--- config.mk ---
export PLATFORM = sky130hd
export DESIGN_NAME = reg_dump_reader
export DESIGN_NICKNAME = d
export VERILOG_FILES = /design/src/rtl/reg_dump_reader.sv
export SDC_FILE = /design/constraint.sdc
export NUM_CORES = 1
export LEC_CHECK = 0
export ABC_CLOCK_PERIOD_IN_PS = 1900
export BUFFER_PORTS_ARGS = -buffer_cell sky130_fd_sc_hd__buf_2
export CAP_MARGIN = 40
export CORE_MARGIN = 3
export CORE_UTILIZATION = 47
export CTS_BUF_LIST = sky130_fd_sc_hd__clkbuf_16
export DETAILED_ROUTE_END_ITERATION = 7
export PLACE_DENSITY = 0.78
export RECOVER_POWER = 50
export SYNTH_ARGS = -nofsm -noshare
export SYNTH_HDL_FRONTEND = slang
export SYNTH_SLANG_ARGS = --single-unit
--- constraint.sdc ---
create_clock -name clk -period 1.9 [get_ports clk]
set_clock_uncertainty 0.05 [all_clocks]
set_input_delay 0.19 -clock clk [delete_from_list [all_inputs] [get_ports clk]]
set_output_delay 0.19 -clock clk [all_outputs]
set_load 0.01 [all_outputs]
--- src/rtl/reg_dump_reader.sv ---
// reg_dump_reader: walks the register file through one read port and streams {addr, data} beats
module reg_dump_reader #(
    parameter int ADDR_W   = 3,
    parameter int DATA_W   = 16,
    parameter int NUM_REGS = 8,
    parameter int SKIP_R0  = 1
) (
    input  logic              clk,
    input  logic              rst,
    input  logic              dump_start,
    input  logic              dump_abort,
    output logic              dump_busy,
    output logic              dump_done,
    output logic [ADDR_W-1:0] rf_read_addr,
    input  logic [DATA_W-1:0] rf_read_data,
    output logic              out_valid,
    input  logic              out_ready,
    output logic [ADDR_W-1:0] out_addr,
    output logic [DATA_W-1:0] out_data,
    output logic              out_last
);
    typedef enum logic [1:0] {IDLE, CAPTURE, SEND, DONE} state_t;
    localparam logic [ADDR_W-1:0] FIRST = (SKIP_R0 != 0) ? ADDR_W'(1) : '0;
    localparam logic [ADDR_W-1:0] LAST  = ADDR_W'(NUM_REGS - 1);
    state_t            r_state;
    state_t            w_next;
    logic [ADDR_W-1:0] r_idx;
    logic              r_out_valid;
    logic [ADDR_W-1:0] r_out_addr;
    logic [DATA_W-1:0] r_out_data;
    logic              r_out_last;
    logic              w_hs;
    logic              w_abort;
    assign w_hs         = r_out_valid && out_ready;
    assign w_abort      = dump_abort && (r_state != IDLE);
    assign dump_busy    = r_state != IDLE;
    assign dump_done    = (r_state == DONE) && !dump_abort;
    assign rf_read_addr = (r_state == CAPTURE || r_state == SEND) ? r_idx : '0;
    assign out_valid    = r_out_valid;
    assign out_addr     = r_out_addr;
    assign out_data     = r_out_data;
    assign out_last     = r_out_last;
    // state register
    always_ff @(posedge clk or posedge rst) begin
        if (rst) r_state <= IDLE;
        else     r_state <= w_next;
    end
    // next state: abort from any busy state returns to IDLE and overrides a handshake
    always_comb begin
        w_next = r_state;
        case (r_state)
            IDLE:    w_next = (dump_start && !dump_abort) ? CAPTURE : IDLE;
            CAPTURE: w_next = SEND;
            SEND:    w_next = w_hs ? (r_out_last ? DONE : CAPTURE) : SEND;
            DONE:    w_next = IDLE;
            default: w_next = IDLE;
        endcase
        if (w_abort) w_next = IDLE;
    end
    // index and beat registers: capture on CAPTURE, hold through SEND until accepted
    always_ff @(posedge clk or posedge rst) begin
        if (rst) begin
            r_idx       <= '0;
            r_out_valid <= 1'b0;
            r_out_addr  <= '0;
            r_out_data  <= '0;
            r_out_last  <= 1'b0;
        end else if (w_abort) begin
            r_out_valid <= 1'b0;
        end else begin
            case (r_state)
                IDLE: if (dump_start && !dump_abort) r_idx <= FIRST;
                CAPTURE: begin
                    r_out_data  <= rf_read_data;
                    r_out_addr  <= r_idx;
                    r_out_last  <= r_idx == LAST;
                    r_out_valid <= 1'b1;
                end
                SEND: if (w_hs) begin
                    r_out_valid <= 1'b0;
                    if (!r_out_last) r_idx <= r_idx + ADDR_W'(1);
                end
                default: ;
            endcase
        end
    end
endmodule

==> results of run 1 <==
[Yosys cell counts, drive strengths merged (2+ instances only)]
cell type and number:
a32o 2, and2 4, buf 2, dfrtp 26
ha 8, inv 5, mux2 20, nand2 3
nor2 2, nor2b 2, o21ai 4
[final timing paths]
check | from | end | slack [ps] | cells past startpoint
max reg2reg | r_state[0] | r_idx[2] | 110 | 5
min in group clk | rf_read_data[6] | out_data[6] | 100 | 2
min | rst | out_data[12] | -10 | 2
min reg2reg | out_data[10] | out_data[10] | 440 | 1
max | r_state[0] | r_idx[2] | 110 | 5
max in group asynchronous | rst | out_data[8] | 1050 | 3
[layout make-up]
| type | count | share of cell area |
|---|---|---|
| clock buffers | 3 | 0.0485 |
| inverters | 5 | 0.0121 |
| multi-input cells | 57 | 0.338 |
| flip-flops and latches | 26 | 0.420 |
| well taps | 28 | 0.0226 |
| repair buffers | 49 | 0.158 |
[state kept, by name, indices dropped and copies added (netlist names)]
register,flops
out_valid,1
out_addr,3
out_last,1
r_state,2
r_idx,3
out_data,16
[layer usage]
metal	vias up	wire, um	track usage	part of all wire
met4	0	48	0.0712	0.020
met5	-	0	0	0
met2	39	1110	0.236	0.47
met1	414	1040	0.226	0.44
li1	423	-	-	-
met3	4	166	0.0230	0.070
[critical path: stages (launching register included)]
cell      delay, ps
dfrtp_1         430
inv_1           140
ha_1            230
a21o_1          190
a2111o_1        410
a32o_1          220
[layout by cell type (no fill, tap or decap), types with 2 or more instances in the layout]
cell        n
o21ai_0     2
a32o_1      2
nor2_1      2
clkbuf_16   3
and2_1      4
nand2_1     3
ha_1        8
mux2_1     20
dfrtp_1    26
buf_2      33
inv_1       4
nor2b_1     2
clkbuf_1   14
[per-stage QoR]
step	hold WS [ps]	area (um2)
floorplan	180	1200
global placement	276	1490
detailed placement	290	1490
global route	74.7	1550
finish	-13.0	1550
CTS	22.1	1560
[logic make-up after synthesis]
| family | count (synthesis) | share of synthesized area |
|---|---|---|
| flip-flops | 26 | 0.542 |
| AO/OA/AOI/OAI | 15 | 0.0959 |
| adder cells (fa/ha/maj) | 8 | 0.0834 |
| AND/OR/NAND/NOR | 14 | 0.0626 |
| buffers and inverters | 7 | 0.0281 |
| multiplexers | 20 | 0.188 |
[power groups by stage]
stage,clock (W),sequential (W),combinational (W)
2_1_floorplan,0,0.000883,0.000214
3_3_place_gp,0,0.000801,0.000519
3_5_place_dp,0,0.000816,0.000528
4_1_cts,0.000447,0.000806,0.000532
5_1_grt,0.000472,0.000835,0.000547
6_report,0.000437,0.000807,0.000494
==> impl_metrics.yaml, run 1 <==
outcome:
  status: "complete, but fails checks"
  violations: "negative hold slack"
synth:
  synth_top_area_frac: 0.542
  synth_cell_types: 25
  synth_nets: 119
  seq_area_frac_synth: 0.542
  syn_area_um2: 1200
  yosysTopAreaCell: "dfrtp_1"
  ys.warnings.count: 0
  netlist_instances: 90
  synth_edf_count: 0
  synth-seq-cells: 26
  synthFlopType: "dfrtp_1"
  avgSynthCellArea_um2: 13.3
  synthArstFlopShare: 1.00
  synthTopCellsByArea: "dfrtp_1, mux2_1, ha_1"
die:
  die_h_um: 56.5
  die_w_um: 56.5
  start_util: 0.518
  ios: 47
  core_um2: 2320
  die_area_um2: 3200
  row_count: 17
clocking:
  clkTransAtPathRegs_ps: 60
  ctsHtreeMaxLevel: 1
  cts_resized: 0
  holdBufCountCts: 0
  clk_path_buf_depth: 2
  postCtsSetupBuffers: 0
  cts_root_buf: "clkbuf_16"
  clock_sinks: 26
  cts_buffers: 3
  cts_tree: "yes"
  worstSkewPairLatency_ps: 250
sta:
  tightest_slew_ps: 683
  hold_viol: 18
  setup_viol: 0
  post-route-min-period_ps: 1790
  timing.hold.ws_ps: -13.0
  fmax_mhz: 560
  fin_ws_ps: 113
  max-slew-margin-rel: 0.544
  rsz0062_at_grt: "no"
  period_share: 0.940
  maxSlewViolCount: 0
  fin_setup_tns_ps: 0
placement:
  dp.cells: 165
  portBuffers: 46
  gp_congestion: 0.876
  place_hpwl_mm: 1.85
  dp_slack_ps: 113
setup_path:
  critPathArrivalTime_ps: 1870
  critPathCaptureType: "flop"
  startpoint_type: "flop"
  critical_path_class: "reg2reg"
  path_max_fanout: 5
  crit_required_ps: 1990
detailed_routing:
  final_antenna_net_count: 0
  drc: 0
  wire_per_inst_um: 14.1
  wirelength_mm: 2.36
  via_per_inst: 5.24
  vias: 880
  drtIter0Drc: 21
  firstDrtPassIters: 4
power_and_ir_drop:
  power_w: 0.00174
  power_frac_seq: 0.464
  pwr-share-comb: 0.284
  p_per_area_nw_per_um2: 1120
  switching_power_w: 0.000515
  swShare: 0.296
  ir_worst_vdd_uv: 681
  internal_power_w: 0.00122
  p_leak_nw: 0.762
  clockPowerShare: 0.251
finish:
  final_util: 0.668
  nFillCells: 183
  multi_input_area_um2: 524
  area_delta_synth_final_pct: 29.1
  drive_above_1_share: 0.293
  final_cells: 168
  seqCellArea_um2: 651
  diodes: 0
  final_nets: 171
grt:
  grt_pass1_wl_mm: 3.97
  grt_pass1_vias: 855
  antenna_found_initial: 0
  grt_use_total: 0.158
  grt_max_degree: 21
  overflow: 0
min_path:
  hp-class: "in2async"
run:
  cap_viol_max_count: 0
Power figures use the tool's default switching activity.
==> inputs of run 2 (changes only) <==
--- a/config.mk
+++ b/config.mk
@@ -12,8 +12,10 @@
 export CORE_UTILIZATION = 47
 export CTS_BUF_LIST = sky130_fd_sc_hd__clkbuf_16
 export DETAILED_ROUTE_END_ITERATION = 7
+export MAX_ROUTING_LAYER = met4
 export PLACE_DENSITY = 0.78
 export RECOVER_POWER = 50
+export REMOVE_ABC_BUFFERS = 1
 export SYNTH_ARGS = -nofsm -noshare
 export SYNTH_HDL_FRONTEND = slang
 export SYNTH_SLANG_ARGS = --single-unit
==> impl_metrics.yaml, run 2 (synthesis gave the netlist of run 1 again) <==
outcome:
  status: "finished clean"
finish:
  diodes: 0
  nFillCells: 189
  final_nets: 171
  final_common_cell: "buf_2"
  final_cells: 169
  drive_above_1_share: 0.291
  largest_reg_flops: 16
  seqCellArea_um2: 651
  layout_common_cells: "buf_2, dfrtp_1, mux2_1, clkbuf_1, ha_1"
  area_delta_synth_final_pct: 29.5
  multi_input_area_um2: 522
detailed_routing:
  drc: 0
  final_antenna_net_count: 0
  wire_per_inst_um: 15.8
  firstDrtPassIters: 4
  drtIter0Drc: 17
  via_per_inst: 5.35
  vias: 904
  wirelength_mm: 2.67
die:
  die_h_um: 56.5
  die_area_um2: 3200
  ios: 47
  core_um2: 2320
  die_w_um: 56.5
  row_count: 17
  start_util: 0.518
sta:
  timing.hold.ws_ps: 91.1
  tightest_slew_ps: 638
  hold_viol: 0
  period_share: 0.944
  fmax_mhz: 558
  post-route-min-period_ps: 1790
  setup_viol: 0
  max-slew-margin-rel: 0.575
  maxSlewViolCount: 0
  rsz0062_at_grt: "no"
clocking:
  cts_tree: "yes"
  postCtsSetupBuffers: 0
  ctsHtreeMaxLevel: 1
  worstSkewPairLatency_ps: 260
  clkTransAtPathRegs_ps: 60
  cts_root_buf: "clkbuf_16"
  clock_sinks: 26
  clk_path_buf_depth: 2
  cts_buffers: 3
grt:
  busiest_layer: "met2"
  antenna_found_initial: 0
  grt_pass1_wl_mm: 4.63
  gr-usage-met3: 0.0391
  grt_pass1_vias: 967
  grt_max_degree: 27
  globalRouteMet2Util: 0.323
  grt_use_met1: 0.219
  grt_use_total: 0.189
  overflow: 0
setup_path:
  startpoint_type: "flop"
  critPathArrivalTime_ps: 1940
  cp_top_family: "compound AO/OA/AOI/OAI gates"
  cp_slowest_cell: "a2111oi_1"
  path_max_fanout: 5
  critical_path_class: "reg2reg"
  critPathCaptureType: "flop"
  crit_required_ps: 2040
  slowest_delay_ps: 490
  crit_chain: "inv_1 > ha_1 > nor2b_1 > a2111oi_1 > a32o_1"
  path_buf_inv: 1
placement:
  gp_congestion: 0.747
  place_hpwl_mm: 1.96
  portBuffers: 46
  dp.cells: 164
power_and_ir_drop:
  p_leak_nw: 0.760
  p_per_area_nw_per_um2: 1150
  power_w: 0.00178
  ir_worst_vdd_uv: 954
run:
  cap_viol_max_count: 0
min_path:
  hp-class: "in2reg"
run 2: cell type report:
type,count,area share
Tap cell,28,0.0225
Inverter,5,0.0121
Multi-Input combinational cell,57,0.336
Clock buffer,3,0.0483
Sequential cell,26,0.419
Clock inverter,1,0.00242
Timing Repair Buffer,49,0.160
run 2: what timing repair did:
action                                 CTS  global route
resized for setup                        0             1
hold buffers                             1             0
setup endpoints to repair                0             2
endpoints found under the hold margin   26             0
run 2: per-stage QoR:
step / cell area [um2] / worst slack, ps / util / TNS (ps)
2_1_floorplan: 1180 / -392 / - / -7840
3_3_place_gp: 1480 / 131 / 0.639 / 0
3_5_place_dp: 1480 / 65.4 / 0.639 / 0
4_1_cts: 1570 / 48.5 / 0.677 / 0
5_1_grt: 1550 / 27.5 / 0.670 / 0
6_report: 1550 / 107 / 0.670 / 0
run 2: where the power goes:
group	total, W	switching [W]	internal, W
sequential	0.000815	0.000101	0.000715
clock	0.000465	0.000184	0.000281
combinational	0.000502	0.000269	0.000233
total	0.00178	0.000553	0.00123
run 2: per-layer routing:
metal / vias to the layer above / wire length, um
li1: 425 / -
met1: 445 / 1050
met2: 26 / 1430
met3: 8 / 106
met4: 0 / 85
met5: - / 0
run 2: path summary, 6_finish.rpt:
| kind | from | to | depth (start not counted) | slack, ps |
|---|---|---|---|---|
| hold reg to reg | out_data[11] | out_data[11] | 1 | 440 |
| setup reg to reg | r_state[0] | r_idx[2] | 5 | 110 |
| min in group asynchronous | rst | out_data[1] | 4 | 610 |
| max in group asynchronous | rst | out_data[4] | 4 | 770 |
| hold / removal | rf_read_data[11] | out_data[11] | 2 | 90 |
| setup / recovery | r_state[0] | r_idx[2] | 5 | 110 |
==> inputs of run 3 (changes only) <==
--- a/config.mk
+++ b/config.mk
@@ -5,12 +5,12 @@
 export SDC_FILE = /design/constraint.sdc
 export NUM_CORES = 1
 export LEC_CHECK = 0
-export ABC_CLOCK_PERIOD_IN_PS = 1900
+export ABC_CLOCK_PERIOD_IN_PS = 1650
 export BUFFER_PORTS_ARGS = -buffer_cell sky130_fd_sc_hd__buf_2
 export CAP_MARGIN = 40
-export CORE_MARGIN = 3
 export CORE_UTILIZATION = 47
 export CTS_BUF_LIST = sky130_fd_sc_hd__clkbuf_16
+export CTS_CLUSTER_SIZE = 25
 export DETAILED_ROUTE_END_ITERATION = 7
 export MAX_ROUTING_LAYER = met4
 export PLACE_DENSITY = 0.78
==> constraint.sdc (replaced) <==
create_clock -name clk -period 1.65 [get_ports clk]
set_clock_uncertainty 0.05 [all_clocks]
set_input_delay 0.165 -clock clk [delete_from_list [all_inputs] [get_ports clk]]
set_output_delay 0.165 -clock clk [all_outputs]
set_load 0.01 [all_outputs]
==> impl_metrics.yaml, run 3 (synthesis gave the netlist of run 1 again) <==
run:
  cap_viol_max_count: 0
sta:
  period_share: 1.00
  max-slew-margin-rel: 0.578
  fmax_mhz: 605
  rsz0062_at_grt: "yes"
  setup_viol: 1
  maxSlewViolCount: 0
  post-route-min-period_ps: 1650
  hold_viol: 0
  timing.hold.ws_ps: 59.2
  tightest_slew_ps: 633
  fin_ws_ps: -2.55
die:
  die_area_um2: 2760
  start_util: 0.518
  row_count: 17
  die_w_um: 52.5
  die_h_um: 52.5
  ios: 47
  core_um2: 2320
setup_path:
  slowest_delay_ps: 410
  reg2reg_depth: 5
  crit_chain: "inv_4 > ha_1 > o21ai_4 > clkbuf_16 > mux2_1"
  cp_top_family: "flip-flops"
  startpoint_type: "flop"
  critPathArrivalTime_ps: 1750
  worst-r2r-setup-slack_ps: -3
  worst_r2r_startpoint: "r_state[0]"
  critPathCaptureType: "flop"
  cp_slowest_cell: "dfrtp_1"
  r2r-end: "out_data[11]"
  path_max_fanout: 10
  path_buf_inv: 2
  crit_required_ps: 1740
  critical_path_class: "reg2reg"
power_and_ir_drop:
  pwr-share-comb: 0.294
  swShare: 0.297
  p_leak_nw: 0.855
  power_frac_seq: 0.403
  switching_power_w: 0.000693
  power_w: 0.00233
  p_per_area_nw_per_um2: 1350
  clockPowerShare: 0.303
  ir_worst_vdd_uv: 1270
  internal_power_w: 0.00164
clocking:
  ctsHtreeMaxLevel: 1
  worstSkewPairLatency_ps: 260
  cts_tree: "yes"
  cts_buffers: 3
  clk_path_buf_depth: 2
  clock_sinks: 26
  cts_root_buf: "clkbuf_16"
  clkTransAtPathRegs_ps: 60
detailed_routing:
  via_per_inst: 5.54
  wirelength_mm: 3.03
  final_antenna_net_count: 0
  drc: 0
  firstDrtPassIters: 4
  vias: 991
  drtIter0Drc: 13
  wire_per_inst_um: 16.9
outcome:
  status: "complete, but fails checks"
  violations: "negative setup slack"
finish:
  largest_reg_flops: 16
  final_nets: 181
  drive_above_1_share: 0.424
  area_delta_synth_final_pct: 44.1
  diodes: 0
  nFillCells: 152
  final_common_cell: "buf_2"
  layout_common_cells: "buf_2, dfrtp_1, mux2_1, clkbuf_1, buf_4"
  final_cells: 179
placement:
  dp_slack_ps: -4.04
  portBuffers: 46
  gp_congestion: 0.723
  dp.cells: 170
  place_hpwl_mm: 1.89
grt:
  grt_pass1_wl_mm: 4.10
  antenna_found_initial: 0
  grt_max_degree: 27
  overflow: 0
  grt_use_total: 0.224
  grt_pass1_vias: 908
min_path:
  hold_end: "out_data[9]"
  hp-class: "in2reg"
  hold_start: "rf_read_data[9]"
  min_path_cells: 2
-- run 3: area by class of cell --
type	count	area [um2]	share of cell area
Tap cell	28	35.0	0.0203
Inverter	5	21.3	0.0123
Timing Repair Buffer	59	352	0.203
Clock inverter	1	30.0	0.0174
Clock buffer	3	75.1	0.0434
Multi-Input combinational cell	57	566	0.327
Sequential cell	26	651	0.376
-- run 3: metal layers --
metal  vias up  wire (um)  global-route usage
met5         -          0                   -
met4         0        119              0.0921
met3        11        115              0.0609
met2        33       1610               0.386
met1       503       1180               0.241
li1        444          -                   -
-- run 3: what timing repair did --
item,4_1_cts,5_1_grt
gates resized for setup,2,11
setup buffers,0,3
endpoints found under the setup margin,2,25
pin swaps,0,4
hold buffers,1,0
endpoints found under the hold margin,26,0
cloned,0,1
-- run 3: how the worst max path moves through the flow --
| stage | startpoint | to | slack [ps] | cells after the start |
|---|---|---|---|---|
| floorplan | r_state[0] | out_addr[0] | -640 | 4 |
| global placement | r_state[0] | r_idx[1] | 40 | 5 |
| detailed placement | r_state[0] | r_idx[1] | -4 | 5 |
| CTS | r_state[0] | r_idx[1] | 3 | 5 |
| global route | r_state[0] | r_idx[1] | -60 | 5 |
| finish | r_state[0] | out_data[11] | -3 | 5 |
-- run 3: power groups by stage --
stage / clock network [W] / logic, W / registers (W)
floorplan: 0 / 0.000241 / 0.00102
global placement: 0 / 0.000613 / 0.000928
detailed placement: 0 / 0.000638 / 0.000944
CTS: 0.000707 / 0.000647 / 0.000936
global route: 0.000736 / 0.000751 / 0.000962
finish: 0.000708 / 0.000687 / 0.000940
-- run 3: per-stage QoR --
step	area [um2]	util	setup TNS (ps)
after floorplan	1180	-	-12980
after global placement	1530	0.658	0
after detailed placement	1530	0.658	-4.04
after CTS	1650	0.710	0
after global routing	1730	0.746	-251
final	1730	0.746	-2.55
